`config.mk`:
```
export PLATFORM = sky130hd
export DESIGN_NAME = execute_stage
export DESIGN_NICKNAME = d
export VERILOG_FILES = /design/src/rtl/y86_pkg.sv /design/src/rtl/alu.sv /design/src/rtl/cond_eval.sv /design/src/rtl/execute_stage.sv
export SDC_FILE = /design/constraint.sdc
export NUM_CORES = 1
export LEC_CHECK = 0
export ABC_AREA = 1
export ABC_CLOCK_PERIOD_IN_PS = 4400
export BUFFER_PORTS_ARGS = -buffer_cell sky130_fd_sc_hd__buf_4
export CAP_MARGIN = 40
export CORE_AREA = 2 2 210 212
export CTS_CLUSTER_DIAMETER = 40
export DETAILED_ROUTE_END_ITERATION = 6
export DIE_AREA = 0 0 212 214
export PLACE_DENSITY = 0.73
export SLEW_MARGIN = 20
export SYNTH_ARGS = -nofsm -noshare
export SYNTH_HDL_FRONTEND = slang
export SYNTH_HIERARCHICAL = 1
export SYNTH_SLANG_ARGS = --single-unit
```
`constraint.sdc`:
```
create_clock -name clk -period 4.4 [get_ports clk]
set_input_delay 0.44 -clock clk [delete_from_list [all_inputs] [get_ports clk]]
set_output_delay 0.44 -clock clk [all_outputs]
set_load 0.03 [all_outputs]
```
`src/rtl/y86_pkg.sv`:
```
// Shared Y86-64 encodings: instruction codes, status codes, register sentinel
// and the ALU function select.
package y86_pkg;
  localparam logic [3:0] I_HALT   = 4'h0;
  localparam logic [3:0] I_NOP    = 4'h1;
  localparam logic [3:0] I_RRMOVQ = 4'h2;
  localparam logic [3:0] I_IRMOVQ = 4'h3;
  localparam logic [3:0] I_RMMOVQ = 4'h4;
  localparam logic [3:0] I_MRMOVQ = 4'h5;
  localparam logic [3:0] I_OPQ    = 4'h6;
  localparam logic [3:0] I_JXX    = 4'h7;
  localparam logic [3:0] I_CALL   = 4'h8;
  localparam logic [3:0] I_RET    = 4'h9;
  localparam logic [3:0] I_PUSHQ  = 4'hA;
  localparam logic [3:0] I_POPQ   = 4'hB;

  localparam logic [2:0] S_AOK = 3'd1;
  localparam logic [2:0] S_HLT = 3'd2;
  localparam logic [2:0] S_ADR = 3'd3;
  localparam logic [2:0] S_INS = 3'd4;

  localparam logic [3:0] RNONE = 4'hF;

  typedef enum logic [1:0] {
    ALU_ADD = 2'd0,
    ALU_SUB = 2'd1,
    ALU_AND = 2'd2,
    ALU_XOR = 2'd3
  } alufun_e;
endpackage

```
`src/rtl/alu.sv`:
```
// W-bit wrap-around ALU; SUB is b - a so that subq rA,rB yields valB - valA.
module alu
  import y86_pkg::*;
#(
  parameter int W = 64
) (
  input  logic [1:0]   control,
  input  logic [W-1:0] a,
  input  logic [W-1:0] b,
  output logic [W-1:0] out,
  output logic         overflow
);
  always_comb begin
    out      = '0;
    overflow = 1'b0;
    case (alufun_e'(control))
      ALU_ADD: begin
        out      = b + a;
        overflow = (a[W-1] == b[W-1]) && (out[W-1] != a[W-1]);
      end
      ALU_SUB: begin
        out      = b - a;
        overflow = (a[W-1] != b[W-1]) && (out[W-1] != b[W-1]);
      end
      ALU_AND: out = a & b;
      ALU_XOR: out = a ^ b;
      default: out = '0;
    endcase
  end
endmodule

```
`src/rtl/cond_eval.sv`:
```
// Jump/cmov condition from ifun and the current condition codes.
module cond_eval (
  input  logic [3:0] ifun,
  input  logic       zf,
  input  logic       sf,
  input  logic       of,
  output logic       cnd
);
  logic lt;
  assign lt = sf ^ of;

  always_comb begin
    cnd = 1'b0;
    case (ifun)
      4'd0: cnd = 1'b1;
      4'd1: cnd = lt | zf;
      4'd2: cnd = lt;
      4'd3: cnd = zf;
      4'd4: cnd = ~zf;
      4'd5: cnd = ~lt;
      4'd6: cnd = ~lt & ~zf;
      default: cnd = 1'b0;
    endcase
  end
endmodule

```
`src/rtl/execute_stage.sv`:
```
// Y86-64 execute stage: operand select, ALU, condition codes, cmov squash
// and the M pipeline register.
module execute_stage
  import y86_pkg::*;
#(
  parameter int W = 64
) (
  input  logic         clk,
  input  logic         rst,
  input  logic [2:0]   E_stat,
  input  logic [3:0]   E_icode,
  input  logic [3:0]   E_ifun,
  input  logic [W-1:0] E_valA,
  input  logic [W-1:0] E_valB,
  input  logic [W-1:0] E_valC,
  input  logic [3:0]   E_dstE,
  input  logic [3:0]   E_dstM,
  input  logic [2:0]   m_stat,
  input  logic [2:0]   W_stat,
  input  logic         M_bubble,
  output logic [W-1:0] e_valE,
  output logic [3:0]   e_dstE,
  output logic         e_Cnd,
  output logic [2:0]   M_stat,
  output logic [3:0]   M_icode,
  output logic         M_Cnd,
  output logic [W-1:0] M_valE,
  output logic [W-1:0] M_valA,
  output logic [3:0]   M_dstE,
  output logic [3:0]   M_dstM,
  output logic         cc_zf,
  output logic         cc_sf,
  output logic         cc_of
);
  logic [W-1:0] alu_a, alu_b;
  alufun_e      alufun;
  logic         alu_ovf;
  logic         set_cc;

  always_comb begin
    alu_a = '0;
    alu_b = '0;
    case (E_icode)
      I_RRMOVQ, I_OPQ:              alu_a = E_valA;
      I_IRMOVQ, I_RMMOVQ, I_MRMOVQ: alu_a = E_valC;
      I_CALL, I_PUSHQ:              alu_a = {{(W-4){1'b1}}, 4'h8};
      I_RET, I_POPQ:                alu_a = W'(8);
      default:                      alu_a = '0;
    endcase
    case (E_icode)
      I_RMMOVQ, I_MRMOVQ, I_OPQ, I_CALL, I_PUSHQ, I_RET, I_POPQ: alu_b = E_valB;
      default: alu_b = '0;
    endcase
    alufun = (E_icode == I_OPQ) ? alufun_e'(E_ifun[1:0]) : ALU_ADD;
  end

  alu #(.W(W)) u_alu (
    .control  (alufun),
    .a        (alu_a),
    .b        (alu_b),
    .out      (e_valE),
    .overflow (alu_ovf)
  );

  // Condition codes
  logic cc_zf_q, cc_sf_q, cc_of_q;
  logic cc_zf_d, cc_sf_d, cc_of_d;

  assign set_cc = (E_icode == I_OPQ) && (m_stat == S_AOK) && (W_stat == S_AOK) && !rst;

  always_comb begin
    cc_zf_d = cc_zf_q;
    cc_sf_d = cc_sf_q;
    cc_of_d = cc_of_q;
    if (set_cc) begin
      cc_zf_d = (e_valE == '0);
      cc_sf_d = e_valE[W-1];
      cc_of_d = ((alufun == ALU_ADD) || (alufun == ALU_SUB)) ? alu_ovf : 1'b0;
    end
  end

  always_ff @(posedge clk) begin
    if (rst) begin
      cc_zf_q <= 1'b1;
      cc_sf_q <= 1'b0;
      cc_of_q <= 1'b0;
    end else begin
      cc_zf_q <= cc_zf_d;
      cc_sf_q <= cc_sf_d;
      cc_of_q <= cc_of_d;
    end
  end

  // Conditions are evaluated against the CC before this cycle's update lands.
  cond_eval u_cond (
    .ifun (E_ifun),
    .zf   (cc_zf_q),
    .sf   (cc_sf_q),
    .of   (cc_of_q),
    .cnd  (e_Cnd)
  );

  assign e_dstE = ((E_icode == I_RRMOVQ) && !e_Cnd) ? RNONE : E_dstE;

  // M pipeline register; reset and bubble both load the NOP bubble.
  logic [2:0]   m_stat_q;
  logic [3:0]   m_icode_q, m_dstE_q, m_dstM_q;
  logic         m_cnd_q;
  logic [W-1:0] m_valE_q, m_valA_q;

  always_ff @(posedge clk) begin
    if (rst || M_bubble) begin
      m_stat_q  <= S_AOK;
      m_icode_q <= I_NOP;
      m_cnd_q   <= 1'b0;
      m_valE_q  <= '0;
      m_valA_q  <= '0;
      m_dstE_q  <= RNONE;
      m_dstM_q  <= RNONE;
    end else begin
      m_stat_q  <= E_stat;
      m_icode_q <= E_icode;
      m_cnd_q   <= e_Cnd;
      m_valE_q  <= e_valE;
      m_valA_q  <= E_valA;
      m_dstE_q  <= e_dstE;
      m_dstM_q  <= E_dstM;
    end
  end

  assign M_stat  = m_stat_q;
  assign M_icode = m_icode_q;
  assign M_Cnd   = m_cnd_q;
  assign M_valE  = m_valE_q;
  assign M_valA  = m_valA_q;
  assign M_dstE  = m_dstE_q;
  assign M_dstM  = m_dstM_q;
  assign cc_zf   = cc_zf_q;
  assign cc_sf   = cc_sf_q;
  assign cc_of   = cc_of_q;
endmodule

```
======== After elaboration in Yosys (flattened, before gate mapping) ========
Index checks and enable logic that the tools add are counted.
word-level totals
  memories kept ........................... 0
  bits in writable memories ............... 0
  bits in latches ......................... 0
  ROM bits ................................ 0
  logic and storage cells ................. 69
  register bits after elaboration ......... 147
cells by class
  $lt $le $gt $ge ......................... 0
  eq/ne operators ......................... 24
  bitwise logic cells ..................... 7
  shifts and indexed selects .............. 0
  reductions and logical operators ........ 18
  multipliers ............................. 0
  mux-type cells .......................... 8
  div/mod/pow operators ................... 0
  add/sub/neg operators ................... 2
operators by type and width
  cell                count
  $pmux 64 s4         2
  $add 64x64->64      1
  $and 64x64->64      1
  $logic_not 64->1    1
  $mux 64             1
  $sub 64x64->64      1
  $xor 64x64->64      1
  $eq 4x3->1 const B  6
  $eq 4x2->1 const B  4
  $eq 4x4->1 const B  4
  $pmux 1 s7          1
  $reduce_or 7->1     1
  $eq 3x1->1 const B  2
  $logic_and 1x1->1   6
  $reduce_or 2->1     3
  $eq 2x2->1 const B  2
  $eq 4x1->1 const B  1
  $logic_not 4->1     1
  $mux 4              1
  $ne 1x1->1          3
  $reduce_or 3->1     1
  $eq 2x1->1 const B  1
  $logic_not 1->1     2
  $logic_not 2->1     1
  9 further kinds     11

======== Longest topological paths before layout ========
  depth after elaboration ................. 8
  depth in mapped cells ................... 34
  mapped depth without buffers ............ 32

======== Hierarchy ========
The synthesis kept the hierarchy.
modules (own cells, without submodules)
  module         instances  area each (µm²)  cells an instance  seq. area each (µm²)
  alu            1          13166.4          2834               0.0
  execute_stage  1          5836.8           827                2942.8
  cond_eval      1          95.1             23                 0.0

======== Worst setup path after synthesis ========
No wires, ideal clock.
  path kind ............................... input to register
  from .................................... input port E_icode[2]
  to ...................................... register cc_zf_q (netlist: cc_zf)
  buffers on the path ..................... 1
  arrival ................................. 3546 ps
  setup time .............................. 115 ps
  path slack .............................. 739 ps
  required time ........................... 4285 ps
  stages on the path ...................... 27
  cells stage by stage .................... inv_2 -> nor2_2 -> inv_2 -> o21ai_4 -> buf_4 -> nand2_1 -> o21ai_1 -> ha_1 -> inv_1 -> fa_1 -> nand2_1 -> nand3_1 -> and2_1 -> nand3_1 -> nand2_1 -> nand2_1 -> nand2_1 -> a21oi_1 -> o21ai_0 -> a21oi_1 -> nor2_1 -> nand2_1 -> nor2_1 -> nand2_1 -> nor2_1 -> nand3_1 -> nand2_1
between the ends
  cells in the longest elaborated chain, start to end .. 6
  elaborated cells between the ends (all ways) .. 30
  those cells by class .................... 2 x add/sub; 12 x eq/ne; 4 x mux; 2 x bitwise; 10 x reduce/logical
ends and longest elaborated chain
  what                                                line                  source
  start, declared                                     execute_stage.sv:11   input logic [3:0] E_icode,
  $eq 4x3->1 (tied with other cells)                  execute_stage.sv:43   case (E_icode)
  $reduce_or 3->1 or $reduce_or 2->1 (tied branches)  execute_stage.sv:43
  $pmux 64 s4 *                                       execute_stage.sv:43
  net alu_a[0]                                        execute_stage.sv:35   logic [W-1:0] alu_a, alu_b;
  $sub 64x64->64 or $add 64x64->64 (tied branches)    alu.sv:22, alu.sv:18
  $pmux 64 s4 *                                       alu.sv:16             case (alufun_e'(control))
  net e_valE[28]                                      execute_stage.sv:21   output logic [W-1:0] e_valE,
  $logic_not 64->1 *                                  execute_stage.sv:76   cc_zf_d = (e_valE == '0);
  end signal, assigned                                execute_stage.sv:88   cc_zf_q <= cc_zf_d;
  end, declared                                       execute_stage.sv:66   logic cc_zf_q, cc_sf_q, cc_of_q;
Mark *: on every way through the listed nets, which the timed path passes. The rest lies on a longest branch.
A chain may end at the register's enable or synchronous reset.

======== Final worst setup path ========
  from .................................... input port E_icode[2]
  to ...................................... output port e_valE[63]
between the ends
  cells in the longest elaborated chain, start to end .. 5
  elaborated cells between the ends (all ways) .. 26
  those cells by class .................... 2 x add/sub; 12 x eq/ne; 4 x mux; 2 x bitwise; 6 x reduce/logical
ends and longest elaborated chain
  what                                                line
  $eq 4x3->1 (tied with other cells)                  execute_stage.sv:43
  $reduce_or 3->1 or $reduce_or 2->1 (tied branches)  execute_stage.sv:43
  $pmux 64 s4 *                                       execute_stage.sv:43
  net alu_a[61]                                       execute_stage.sv:35
  $sub 64x64->64 or $add 64x64->64 (tied branches)    alu.sv:22, alu.sv:18
  $pmux 64 s4 *                                       alu.sv:16
  end, declared                                       execute_stage.sv:21
Marks and branches as above.

==> impl_results.md <==
* Status: complete, no violations
* Fmax achieved at 232 MHz
* Cells taking the most area after synthesis: nand2_1 (23%), inv_1 (17%), dfxtp_1 (15%), nor2_1 (9.5%), ha_1 (8.3%)
* Core box area at 0.0429 mm2
* Required time of the critical path at 3960 ps
* Worst Skew at 9.81 ps
* Worst slew pin tran at 979 ps
* Buf/Inv on CP at 12
* Element type at the critical path start: primary input
* Slowest Stage Delay on Critical Path at 370 ps
* EDFF count, synth at 0
* Overflow after GRT at 0
* Avg Vias per Cell at 5.08
* Tcrit/Tclk final at 0.981
* Combinational share of power at 0.597
* Commonest non-fill, non-tap cell in the layout: nand2_1
* Nets at 4771
* Die Area at 0.0454 mm2
* Layout area overhead at 42.9%
* WL final at 91400 um
* Chip width at 212 um
* Clock power frac at 0.207
* Synth area leader: nand2_1
* Largest net degree at the start of global routing at 70
* Slew margin rel. at 0.345
* Vias at 25500
* Reg2Reg Setup Slack at 2830 ps
* Syn nets at 4033
* Cell Area, Synth at 0.0191 mm2
* Worst-path clk slew at 60 ps
* First-pass GRT wire length at 132000 um
* Register area at 0.00294 mm2
* Min cycle time layout at 4310 ps
* Num CTS Buffers at 17
* Arr. time, crit path at 3870 ps
* Synthesized netlist cell count at 3684
* Synth top area share at 0.234
* Clock Tree Buf Depth at 2
* Clk sinks at 147
* Pins Over Slew Limit at 0
* Leak at 16.0 nW
* Synth Area per Inst at 5.18 um2
* VDD IR max at 0.290 mV
* Post-route antenna net violation count at 0
* Filler cells at 4320
* Hpwl dp at 76700 um
* Async S/R FF share, synth at 0
* Power, Total at 0.00722 W
* Setup_tns at 0 ps
* Cell Pwr Density at 265 mW/mm2
* Die H at 214 um
* Critical path class: primary input to primary output
* Ys Warns at 6
* Initial Util at 0.445
* Clk_lat worst skew at 500 ps
* Commonest cells after routing, fill and taps aside: nand2_1 (1164), inv_1 (873), buf_4 (816)
* Hold_buf cts at 0
* Worst-path maximum fanout at 22
* Internal at 0.00385 W
* Iteration-0 DRC count of the detailed router at 2546
* CTS tree: done
* FP Rows at 76
* Synth Flop Type: dfxtp_1
* Crit path top cell by count: buf_4
* Sw Ratio at 0.467
* Initial antenna violation count at 1
* Net switching power at 0.00337 W
* Pre-antenna DRT Iters at 6
* MaxCap Viol Count at 0
* Clock root buffer: clkbuf_16
* Synth cell types at 47
* Port buffer count at 435
* Setup violations, final at 0
* Flop pwr share at 0.196
* Slowest cell on crit path: ha_1
* GRT Resource Usage Total at 0.389
* Layout Utilization at 0.636
* Drt wl/cell at 18.2 um
* Min-Delay Path Class: primary input to flip-flop
* Multi-input logic area at 0.0131 mm2
* Post-synthesis sequential area ratio at 0.154
* Vias in the first global route at 23000
* Fin. Hold Viols at 0
* RSZ-0062 raised after global routing: true
* CP Capture Type: primary output
* Layout cells sized above 1 at 0.250
* I/O pins at 436
* FF+latch count, synth at 147
* Worst path top cell family by delay: buffers and inverters
* H-tree levels at 4
* DRC at 0
* Final GP Congestion at 1.08
-- sequential cells by signal, indices dropped and copies added, names as in the netlist --
| register | cells |
|---|---|
| M_Cnd | 1 |
| M_valA | 64 |
| M_valE | 64 |
| cc_zf | 1 |
| M_icode | 4 |
| M_dstE | 4 |
| M_dstM | 4 |
| cc_of | 1 |
| cc_sf | 1 |
| M_stat | 3 |
-- stage by stage --
step                      std cells  cell area (um2)  worst slack, ps  hold slack [ps]
final                          5023            27300             85.8              138
after global routing           5020            27300             -106              123
after CTS                      5004            26200             2.58              108
after detailed placement       4968            25500             -465              515
after global placement         4968            25500             -501              507
after floorplan                3684            19100              739              519
-- power groups by stage --
stage | clock network, W | registers [W] | logic, W
6_report | 0.00149 | 0.00142 | 0.00431
5_1_grt | 0.00157 | 0.00143 | 0.00462
4_1_cts | 0.00152 | 0.00142 | 0.00397
3_5_place_dp | 0 | 0.00145 | 0.00394
3_3_place_gp | 0 | 0.00145 | 0.00393
2_1_floorplan | 0 | 0.00159 | 0.00203
-- area by class of cell --
cell class                      instances  area share
Clock inverter                         15     0.00582
Sequential cell                       147       0.108
Clock buffer                           17      0.0156
Timing Repair Buffer                  840       0.242
Inverter                              880       0.121
Multi-Input combinational cell       2536       0.480
Antenna cell                            3    0.000275
Tap cell                              585      0.0268
-- metal layers --
layer | vias to the layer above | track usage | part of all wire
li1 | 12500 | - | -
met1 | 11500 | 0.545 | 0.43
met2 | 1372 | 0.567 | 0.41
met3 | 152 | 0.115 | 0.13
met4 | 0 | 0.126 | 0.031
met5 | - | 0 | 0
-- worst paths after layout --
kind | start | to | cells after the start
worst min register to register | cc_of | cc_of | 2
worst min-delay path | E_dstM[2] | M_dstM[2] | 2
worst max-delay path | E_icode[2] | e_valE[63] | 25
worst max register to register | cc_sf | M_dstE[0] | 9
-- timing repair --
action                                  in CTS  in global routing
pin swaps                                    2                 20
endpoints found under the setup margin      14                 48
resized for setup                           12                226
gates cloned                                 1                  3
setup buffers                                3                 13
-- cells by family (layout without fill, tap and decap cells) --
family | count (synthesis) | after routing | share of synthesized area
buf+inv | 1001 | 1752 | 0.209
flops | 147 | 147 | 0.154
xor+xnor | 20 | 20 | 0.00917
other cells | 0 | 3 | 0
compound gates | 381 | 381 | 0.118
simple gates | 2006 | 2006 | 0.424
fa+ha+maj | 129 | 129 | 0.0853
-- synthesized netlist by cell type (2+ instances only) --
master,number
nand3b_1,17
dfxtp_1,147
a31oi_1,2
nand4_1,32
o21a_1,3
inv_1,876
o2111ai_1,14
nand2_1,1192
nor3_1,22
clkbuf_1,24
xor2_1,19
nand3_1,213
a21oi_2,3
fa_1,2
clkbuf_2,3
buf_6,10
nand2_2,4
nand2b_1,2
o21ai_0,90
nand3_2,4
and2_1,6
or2_2,6
a21oi_1,149
inv_2,3
nor4_1,4
buf_1,8
o211ai_1,60
a211oi_1,3
and3_1,2
a221oi_1,5
ha_1,127
buf_2,50
buf_4,26
o22ai_1,29
o21bai_1,13
nor2_1,484
nor2_2,15
o21ai_1,6
(Power assumes the default switching activity.)
